==> config.mk <==
export PLATFORM = sky130hd
export DESIGN_NAME = branch_resolver
export DESIGN_NICKNAME = d
export VERILOG_FILES = /design/src/rtl/branch_resolver.sv
export SDC_FILE = /design/constraint.sdc
export NUM_CORES = 1
export LEC_CHECK = 0
export CAP_MARGIN = 20
export CORE_MARGIN = 1
export CORE_UTILIZATION = 50
export DETAILED_ROUTE_END_ITERATION = 7
export DONT_BUFFER_PORTS = 1
export SYNTH_ARGS = -nofsm -noshare
export SYNTH_HDL_FRONTEND = slang
export SYNTH_SLANG_ARGS = --single-unit
==> constraint.sdc <==
create_clock -name clk -period 3.1 [get_ports clk]
set_input_delay 0.155 -clock clk [delete_from_list [all_inputs] [get_ports clk]]
set_output_delay 0.155 -clock clk [all_outputs]
set_load 0.01 [all_outputs]
==> src/rtl/branch_resolver.sv <==
// Two-stage branch-condition resolver: registers comparator flags in S1, resolves
// taken/mispredict per lane in S2, and keeps saturating handshake statistics.
module branch_resolver #(
    parameter int unsigned TAG_W = 6,
    parameter int unsigned CNT_W = 32
) (
    input  logic             clk,
    input  logic             rst_n,
    input  logic             req_valid,
    output logic             req_ready,
    input  logic [2:0]       req_cond,
    input  logic             req_mode,
    input  logic [1:0]       req_pred,
    input  logic [TAG_W-1:0] req_tag,
    input  logic             eqA,
    input  logic             sltA,
    input  logic             ultA,
    input  logic             eqB,
    input  logic             sltB,
    input  logic             ultB,
    output logic             res_valid,
    input  logic             res_ready,
    output logic [1:0]       res_taken,
    output logic [1:0]       res_mispredict,
    output logic             res_illegal,
    output logic             res_mode,
    output logic [TAG_W-1:0] res_tag,
    input  logic             clear_stats,
    output logic [CNT_W-1:0] branch_count,
    output logic [CNT_W-1:0] mispredict_count
);
    localparam int unsigned SUM_W = CNT_W + 1;

    logic             s1_valid;
    logic [2:0]       s1_cond;
    logic             s1_mode;
    logic [1:0]       s1_pred;
    logic [TAG_W-1:0] s1_tag;
    logic [2:0]       s1_flags_a;
    logic [2:0]       s1_flags_b;

    logic             s2_load;
    logic             handshake;
    logic             illegal_c;
    logic [1:0]       taken_c;
    logic [1:0]       mispredict_c;
    logic [1:0]       mis_pop_c;
    logic [SUM_W-1:0] bc_sum_c;
    logic [SUM_W-1:0] mc_sum_c;

    assign s2_load   = !res_valid || res_ready;
    assign req_ready = !s1_valid || s2_load;
    assign handshake = res_valid && res_ready;

    // flags are packed {eq, slt, ult}; cond[0] inverts the selected flag
    function automatic logic lane_taken(input logic [2:0] cond, input logic [2:0] flags);
        logic base;
        case (cond[2:1])
            2'b00:   base = flags[2];
            2'b10:   base = flags[1];
            2'b11:   base = flags[0];
            default: base = 1'b0;
        endcase
        return base ^ cond[0];
    endfunction

    always_ff @(posedge clk) begin
        if (!rst_n) begin
            s1_valid   <= 1'b0;
            s1_cond    <= '0;
            s1_mode    <= 1'b0;
            s1_pred    <= '0;
            s1_tag     <= '0;
            s1_flags_a <= '0;
            s1_flags_b <= '0;
        end else if (req_ready) begin
            s1_valid <= req_valid;
            if (req_valid) begin
                s1_cond    <= req_cond;
                s1_mode    <= req_mode;
                s1_pred    <= req_pred;
                s1_tag     <= req_tag;
                s1_flags_a <= {eqA, sltA, ultA};
                s1_flags_b <= {eqB, sltB, ultB};
            end
        end
    end

    // Lane B is inactive in unified mode; illegal conditions resolve to not-taken
    always_comb begin
        illegal_c    = (s1_cond[2:1] == 2'b01);
        taken_c      = '0;
        mispredict_c = '0;
        if (!illegal_c) begin
            taken_c[0]      = lane_taken(s1_cond, s1_flags_a);
            mispredict_c[0] = taken_c[0] ^ s1_pred[0];
            if (!s1_mode) begin
                taken_c[1]      = lane_taken(s1_cond, s1_flags_b);
                mispredict_c[1] = taken_c[1] ^ s1_pred[1];
            end
        end
    end

    always_ff @(posedge clk) begin
        if (!rst_n) begin
            res_valid      <= 1'b0;
            res_taken      <= '0;
            res_mispredict <= '0;
            res_illegal    <= 1'b0;
            res_mode       <= 1'b0;
            res_tag        <= '0;
        end else if (s2_load) begin
            res_valid <= s1_valid;
            if (s1_valid) begin
                res_taken      <= taken_c;
                res_mispredict <= mispredict_c;
                res_illegal    <= illegal_c;
                res_mode       <= s1_mode;
                res_tag        <= s1_tag;
            end
        end
    end

    // One extra sum bit catches overflow so the counters clamp instead of wrapping
    always_comb begin
        mis_pop_c = 2'(res_mispredict[0]) + 2'(res_mispredict[1]);
        bc_sum_c  = {1'b0, branch_count} + SUM_W'(1);
        mc_sum_c  = {1'b0, mispredict_count} + SUM_W'(mis_pop_c);
    end

    always_ff @(posedge clk) begin
        if (!rst_n || clear_stats) begin
            branch_count     <= '0;
            mispredict_count <= '0;
        end else if (handshake) begin
            branch_count     <= bc_sum_c[CNT_W] ? '1 : bc_sum_c[CNT_W-1:0];
            mispredict_count <= mc_sum_c[CNT_W] ? '1 : mc_sum_c[CNT_W-1:0];
        end
    end

endmodule

* After elaboration in Yosys (flattened, before gate mapping)
Cells that the tools add are included.
** Word-level totals
- RAM bits :: 0
- Flip-flop bits (word level) :: 96
- Output and inout bits :: 78
- Bits in read-only memories :: 0
- Word-level logic and storage cells :: 46
- Latch bits :: 0
- Bits of input ports :: 23
- Memories kept :: 0
** Cells by class
- $add $sub $neg :: 3
- Equal/unequal tests :: 3
- Div/mod/pow operators :: 0
- Bitwise operators :: 4
- Multipliers :: 0
- Mux-type cells :: 11
- Reduce and logical (&&, ||, !) cells :: 10
- $lt $le $gt $ge :: 0
- Shifts and indexed selects :: 0
** Operators by type and width (number)
- $mux W32 :: 2
- $add A32 B1 Y33 const B :: 1
- $add A32 B2 Y33 :: 1
- $pmux W1 S3 :: 2
- $mux W1 :: 5
- $eq A2 B2 Y1 const B :: 2
- $mux W2 :: 2
- $reduce_and A2 Y1 :: 2
- $xor A1 B1 Y1 :: 4
- $logic_not A1 Y1 :: 3
- $logic_or A1 B1 Y1 :: 3
- $add A1 B1 Y2 :: 1
- $eq A2 B1 Y1 const B :: 1
- $logic_not A2 Y1 :: 1
- $logic_and A1 B1 Y1 :: 1

* Longest topological paths before layout
- Depth after elaboration :: 8
- Depth in mapped cells :: 10
- Mapped depth without buffers :: 9

* Worst setup path after synthesis
Ideal clock, no wire load.
- Path type :: reg-to-reg
- Start point :: register res_mispredict[0]
- End point :: register mispredict_count[26]
- Cell stages (with the launch flop) :: 11
- Period minus slack after synthesis :: 2.290 ns
- Library setup time :: 0.130 ns
- Data required time :: 2.970 ns
- Path slack :: 0.810 ns
- Path buffers :: 1
- Arrival :: 2.160 ns
- Cell sequence :: dfxtp_1 inv_1 fa_1 inv_1 ha_1 nand4_1 nor4_2 buf_2 nand4_1 mux2i_1 nor2_1
** Between the ends
- Cells in the longest elaborated chain, start to end :: 3
** Ends and longest elaborated chain
- start: declaration :: line 24 : output logic [1:0] res_mispredict,
- start signal: assignment :: line 116 : res_mispredict <= mispredict_c;
- $add A1 B1 Y2 :: line 126 : mis_pop_c = 2'(res_mispredict[0]) + 2'(res_mispredict[1]);
- $add A32 B2 Y33 :: line 128 : mc_sum_c = {1'b0, mispredict_count} + SUM_W'(mis_pop_c);
- $mux W32 :: line 137 : mispredict_count <= mc_sum_c[CNT_W] ? '1 : mc_sum_c[CNT_W-1:0];
- end signal: assignment :: line 137
- end: declaration :: line 30 : output logic [CNT_W-1:0] mispredict_count
Every way passes these cells.
A chain may end at the register's enable or synchronous reset.

* Worst setup path after layout
- Start point :: register res_mispredict[0]
- End point :: register mispredict_count[4]
Same word-level chain as after synthesis.

==> summary.md <==
| Metric | Value |
|---|---|
| Status | finished, final reports clean |
| Root buffer cell | sky130_fd_sc_hd__clkbuf_8 |
| Placed cell count | 592 |
| Simple-gate share of the synthesized area | 0.261 |
| Die Height | 95.4 um |
| Detailed-route via count | between 3,000 and 4,000 |
| Top cell type's share of synthesized area | 0.440 |
| Multi-input combinational cell area | between 2000 and 2500 um2 |
| CTS Sinks | 96 |
| Max Root-Sink Buffers | 2 |
| Fin. Hold Viols | 0 |
| Data arrival, critical path | about 2.9 ns |
| Leakage component of the power | 1.64 nW |
| Total global-route track usage | 0.212 |
| Top post-synthesis cells by area | sky130_fd_sc_hd__dfxtp_1, sky130_fd_sc_hd__nand2_1, sky130_fd_sc_hd__xor2_1, sky130_fd_sc_hd__a21oi_1, sky130_fd_sc_hd__a21boi_0 |
| PD cells | 461 nW/um2 |
| Final-layout fill cell count | 788 |
| Final Max Tran Viols | 0 |
| Number of rows created at floorplan | 33 |
| Combinational family with the most area after synthesis | simple AND/OR/NAND/NOR gates |
| Xor and xnor area share after synthesis | 0.0943 |
| Largest clock skew in the final design | 0.0182 ns |
| Post-detailed-placement half-perimeter wirelength | 6530 um |
| Sort of element at the end of the critical path | register |
| Post-synthesis instance area | 4370 um2 |
| Netlist cell types | between 40 and 50 |
| Average wire length per cell after detail routing | 15.4 um |
| Global-route wire length before repair | 15,100 um |
| Post-cts repair resize count | 0 |
| I/O pins | 101 |
| Final setup violation count | 0 |
| Warning count from the yosys run | 0 |
| Maximum vdd drop | roughly 0.25 mV |
| Via count of the first global-routing pass | around 3,200 |
| Count of flip-flops with a built-in enable after synthesis | 0 |
| Path depth of the worst reg2reg path | 10 |
| Most used standard cell by instance count after synthesis | sky130_fd_sc_hd__dfxtp_1 |
| Number of antenna violations at the first check in global routing | 0 |
| Net count of the finished layout | 545 |
| Type of the tightest min-delay check | in2reg |
| Detailed-router iteration count before antenna repair | 4 |
| FFs w/ async S/R, synth | 0 |
| Share of the clock period used by the worst path | 0.847 |
| Reg-to-reg setup timing slack | 0.48 ns |
| Synthesized-area fraction occupied by adder cells | 0.0103 |
| Ys flop type | sky130_fd_sc_hd__dfxtp_1 |
| Area growth from synthesis to final layout | 11.3% |
| Startpoint kind of the worst setup timing path | register |
| Type of the worst setup path | reg2reg |
| Number of routed nets with antenna violations | 0 |
| TritonCTS Buffers | 9 |
| Standard cell area after detailed placement | 4430 um2 |
| PnR Total Power | 0.00224 W |
| Sequential-to-total area share from yosys stat | 0.440 |
| Share of synthesized area spent on multiplexers | 0.0146 |
| Hold buffer count at CTS | 20 |
| Worst relative slew slack | 0.338 |
| Most instantiated cells after synthesis | sky130_fd_sc_hd__dfxtp_1, sky130_fd_sc_hd__nand2_1, sky130_fd_sc_hd__a21oi_1 |
| Starting utilization of the core area | 0.523 |
| Maximum number of pins on one net before global-route repair | 52 |
| Max-cap check violation count | 0 |
| Routability-driven placement congestion ratio | ~0.80 |
| Mean post-synth cell area | between 8 and 9 um2 |
| Skew-Pair Late Insertion Delay | 0.36 ns |
| Synthesized-area fraction occupied by ao, oa, aoi and oai cells | 0.142 |
| Data required time of the critical path | 3.37 ns |
| First-iteration detailed-routing DRC count | 139 |
| Total of flip-flops plus latches after synthesis | 96 |
| Residual overflow from global routing | 0 |
| Number of antenna repair diodes | 0 |
| Post-route cell area | ~4900 um2 |
| Register area | 1920 um2 |
| Standard cell core area | between 8000 and 9000 um2 |
| Biggest area consumer among synthesized cells | sky130_fd_sc_hd__dfxtp_1 |
| Residual DRC count | 0 |
| Number of nets produced by synthesis | 532 |
| CP Max Fanout | 17 |
| IO Port Bufs | 0 |
| Setup Fix Bufs, Post-CTS | 0 |
| Wirelength, routed | 9720 um |
| Die X | 95.4 um |
| Hold Path Depth | 2 |
| Synthesized instance count | 506 |
| Count of H-tree levels built during CTS | 3 |
| TritonCTS clock tree | yes |
| Number of non-filler instances in the completed layout | around 630 |
| Setup repair after global routing missed its margin | false |
| Peak clock frequency supported by timing | 381 MHz |
| Pin slew with the least headroom to its limit | slightly below 1 ns |
| Final critical-path required period | around 2.6 ns |
| Final-layout setup total negative slack | 0 ns |
| Share of final-layout standard cells stronger than drive strength 1 | 0.0744 |
| Total Die Area | 9110 um2 |
| Number of vias per cell | around 5.6 |
| Clock-pin slew reported for the worst setup and hold paths after clock tree synthesis | 0.09 ns |
-- where the power goes --
| group | internal (W) | leakage [nW] | switching, W |
|---|---|---|---|
| registers | 0.00125 | 0.778 | 0.0000180 |
| clock network | 0.000405 | 0.101 | 0.000454 |
| logic | 0.0000481 | 0.760 | 0.0000626 |
| total | 0.00171 | 1.64 | 0.000534 |
-- per-layer routing --
metal  GRT usage  routed length [um]
met2       0.338                4540
met3      0.0606                 596
met1       0.269                4460
met4      0.0871                 117
met5           0                   0
-- final timing paths --
check | startpoint | to
worst max register to register | res_mispredict[0] | mispredict_count[4]
worst min register to register | s1_flags_b[0] | s1_flags_b[0]
worst max-delay path | res_mispredict[0] | mispredict_count[4]
worst min-delay path | res_ready | res_valid
-- sequential cells by signal, summed over array words and instances (netlist names) --
name,flops
s1_valid,1
s1_cond,3
res_illegal,1
s1_flags_a,3
res_valid,1
res_mispredict,2
res_tag,6
s1_tag,6
s1_pred,2
branch_count,32
s1_flags_b,3
s1_mode,1
res_taken,2
res_mode,1
mispredict_count,32
-- metrics by stage --
step            util  worst slack [ns]  hold slack [ns]
2_1_floorplan      -             0.810            0.294
3_3_place_gp   0.531             0.608            0.290
3_5_place_dp   0.531             0.484            0.295
4_1_cts        0.580             0.441          0.00589
5_1_grt        0.582             0.264           0.0509
6_report       0.582             0.475           0.0259
-- area by class of cell --
class                      count  area share
timing repair buffer          28      0.0562
multi-input combinational    374       0.470
clock inverter                 6      0.0152
sequential                    96       0.396
tap                          105      0.0270
clock buffer                  10      0.0283
inverter                      10     0.00773
-- logic make-up after synthesis --
logic type	count (synthesis)
muxes	6
adders and majority gates	3
and+or+nand+nor	219
buffers and inverters	36
xor gates and xnor gates	47
AOI/OAI and AO/OA	99
DFF	96
-- layout by cell type (no fill, tap or decap), types with 2 or more instances in the layout --
master                          netlist  final
sky130_fd_sc_hd__and3_1              10     10
sky130_fd_sc_hd__nor4_1               3      3
sky130_fd_sc_hd__xnor2_1             13     13
sky130_fd_sc_hd__mux2_2               2      2
sky130_fd_sc_hd__xor2_1              34     34
sky130_fd_sc_hd__clkbuf_8             0     10
sky130_fd_sc_hd__inv_1               10     10
sky130_fd_sc_hd__a21oi_1             50     50
sky130_fd_sc_hd__nand2b_1             3      2
sky130_fd_sc_hd__clkinvlp_4           0      2
sky130_fd_sc_hd__a21o_1               2      2
sky130_fd_sc_hd__mux2i_1              3      3
sky130_fd_sc_hd__nand3_1             30     30
sky130_fd_sc_hd__a22oi_1              4      4
sky130_fd_sc_hd__nor4_4               2      2
sky130_fd_sc_hd__and2_1               6      6
sky130_fd_sc_hd__a31oi_1              6      6
sky130_fd_sc_hd__or2_2                2      2
sky130_fd_sc_hd__nand4_1             22     22
sky130_fd_sc_hd__nor2b_1              5      5
sky130_fd_sc_hd__nand4b_1             3      3
sky130_fd_sc_hd__dfxtp_1             96     96
sky130_fd_sc_hd__a21boi_0            26     26
sky130_fd_sc_hd__o211ai_1             2      2
sky130_fd_sc_hd__buf_4                0      7
sky130_fd_sc_hd__nor4_2               2      2
sky130_fd_sc_hd__nor3_1              18     18
sky130_fd_sc_hd__a41oi_1              2      2
sky130_fd_sc_hd__a21oi_2              2      2
sky130_fd_sc_hd__nand2_1             81     81
sky130_fd_sc_hd__dlygate4sd3_1        0     20
sky130_fd_sc_hd__and4_1               4      4
sky130_fd_sc_hd__ha_1                 2      2
sky130_fd_sc_hd__nor2_1              24     24
-- critical path: stages (launching register included) --
cell,delay [ns]
sky130_fd_sc_hd__dfxtp_1,0.44
sky130_fd_sc_hd__inv_1,0.09
sky130_fd_sc_hd__fa_1,0.46
sky130_fd_sc_hd__inv_1,0.07
sky130_fd_sc_hd__ha_1,0.20
sky130_fd_sc_hd__nand4_1,0.17
sky130_fd_sc_hd__nor4_2,0.27
sky130_fd_sc_hd__buf_4,0.23
sky130_fd_sc_hd__nand3_1,0.18
sky130_fd_sc_hd__buf_4,0.26
sky130_fd_sc_hd__a21oi_1,0.16
Power figures use the tool's default switching activity.
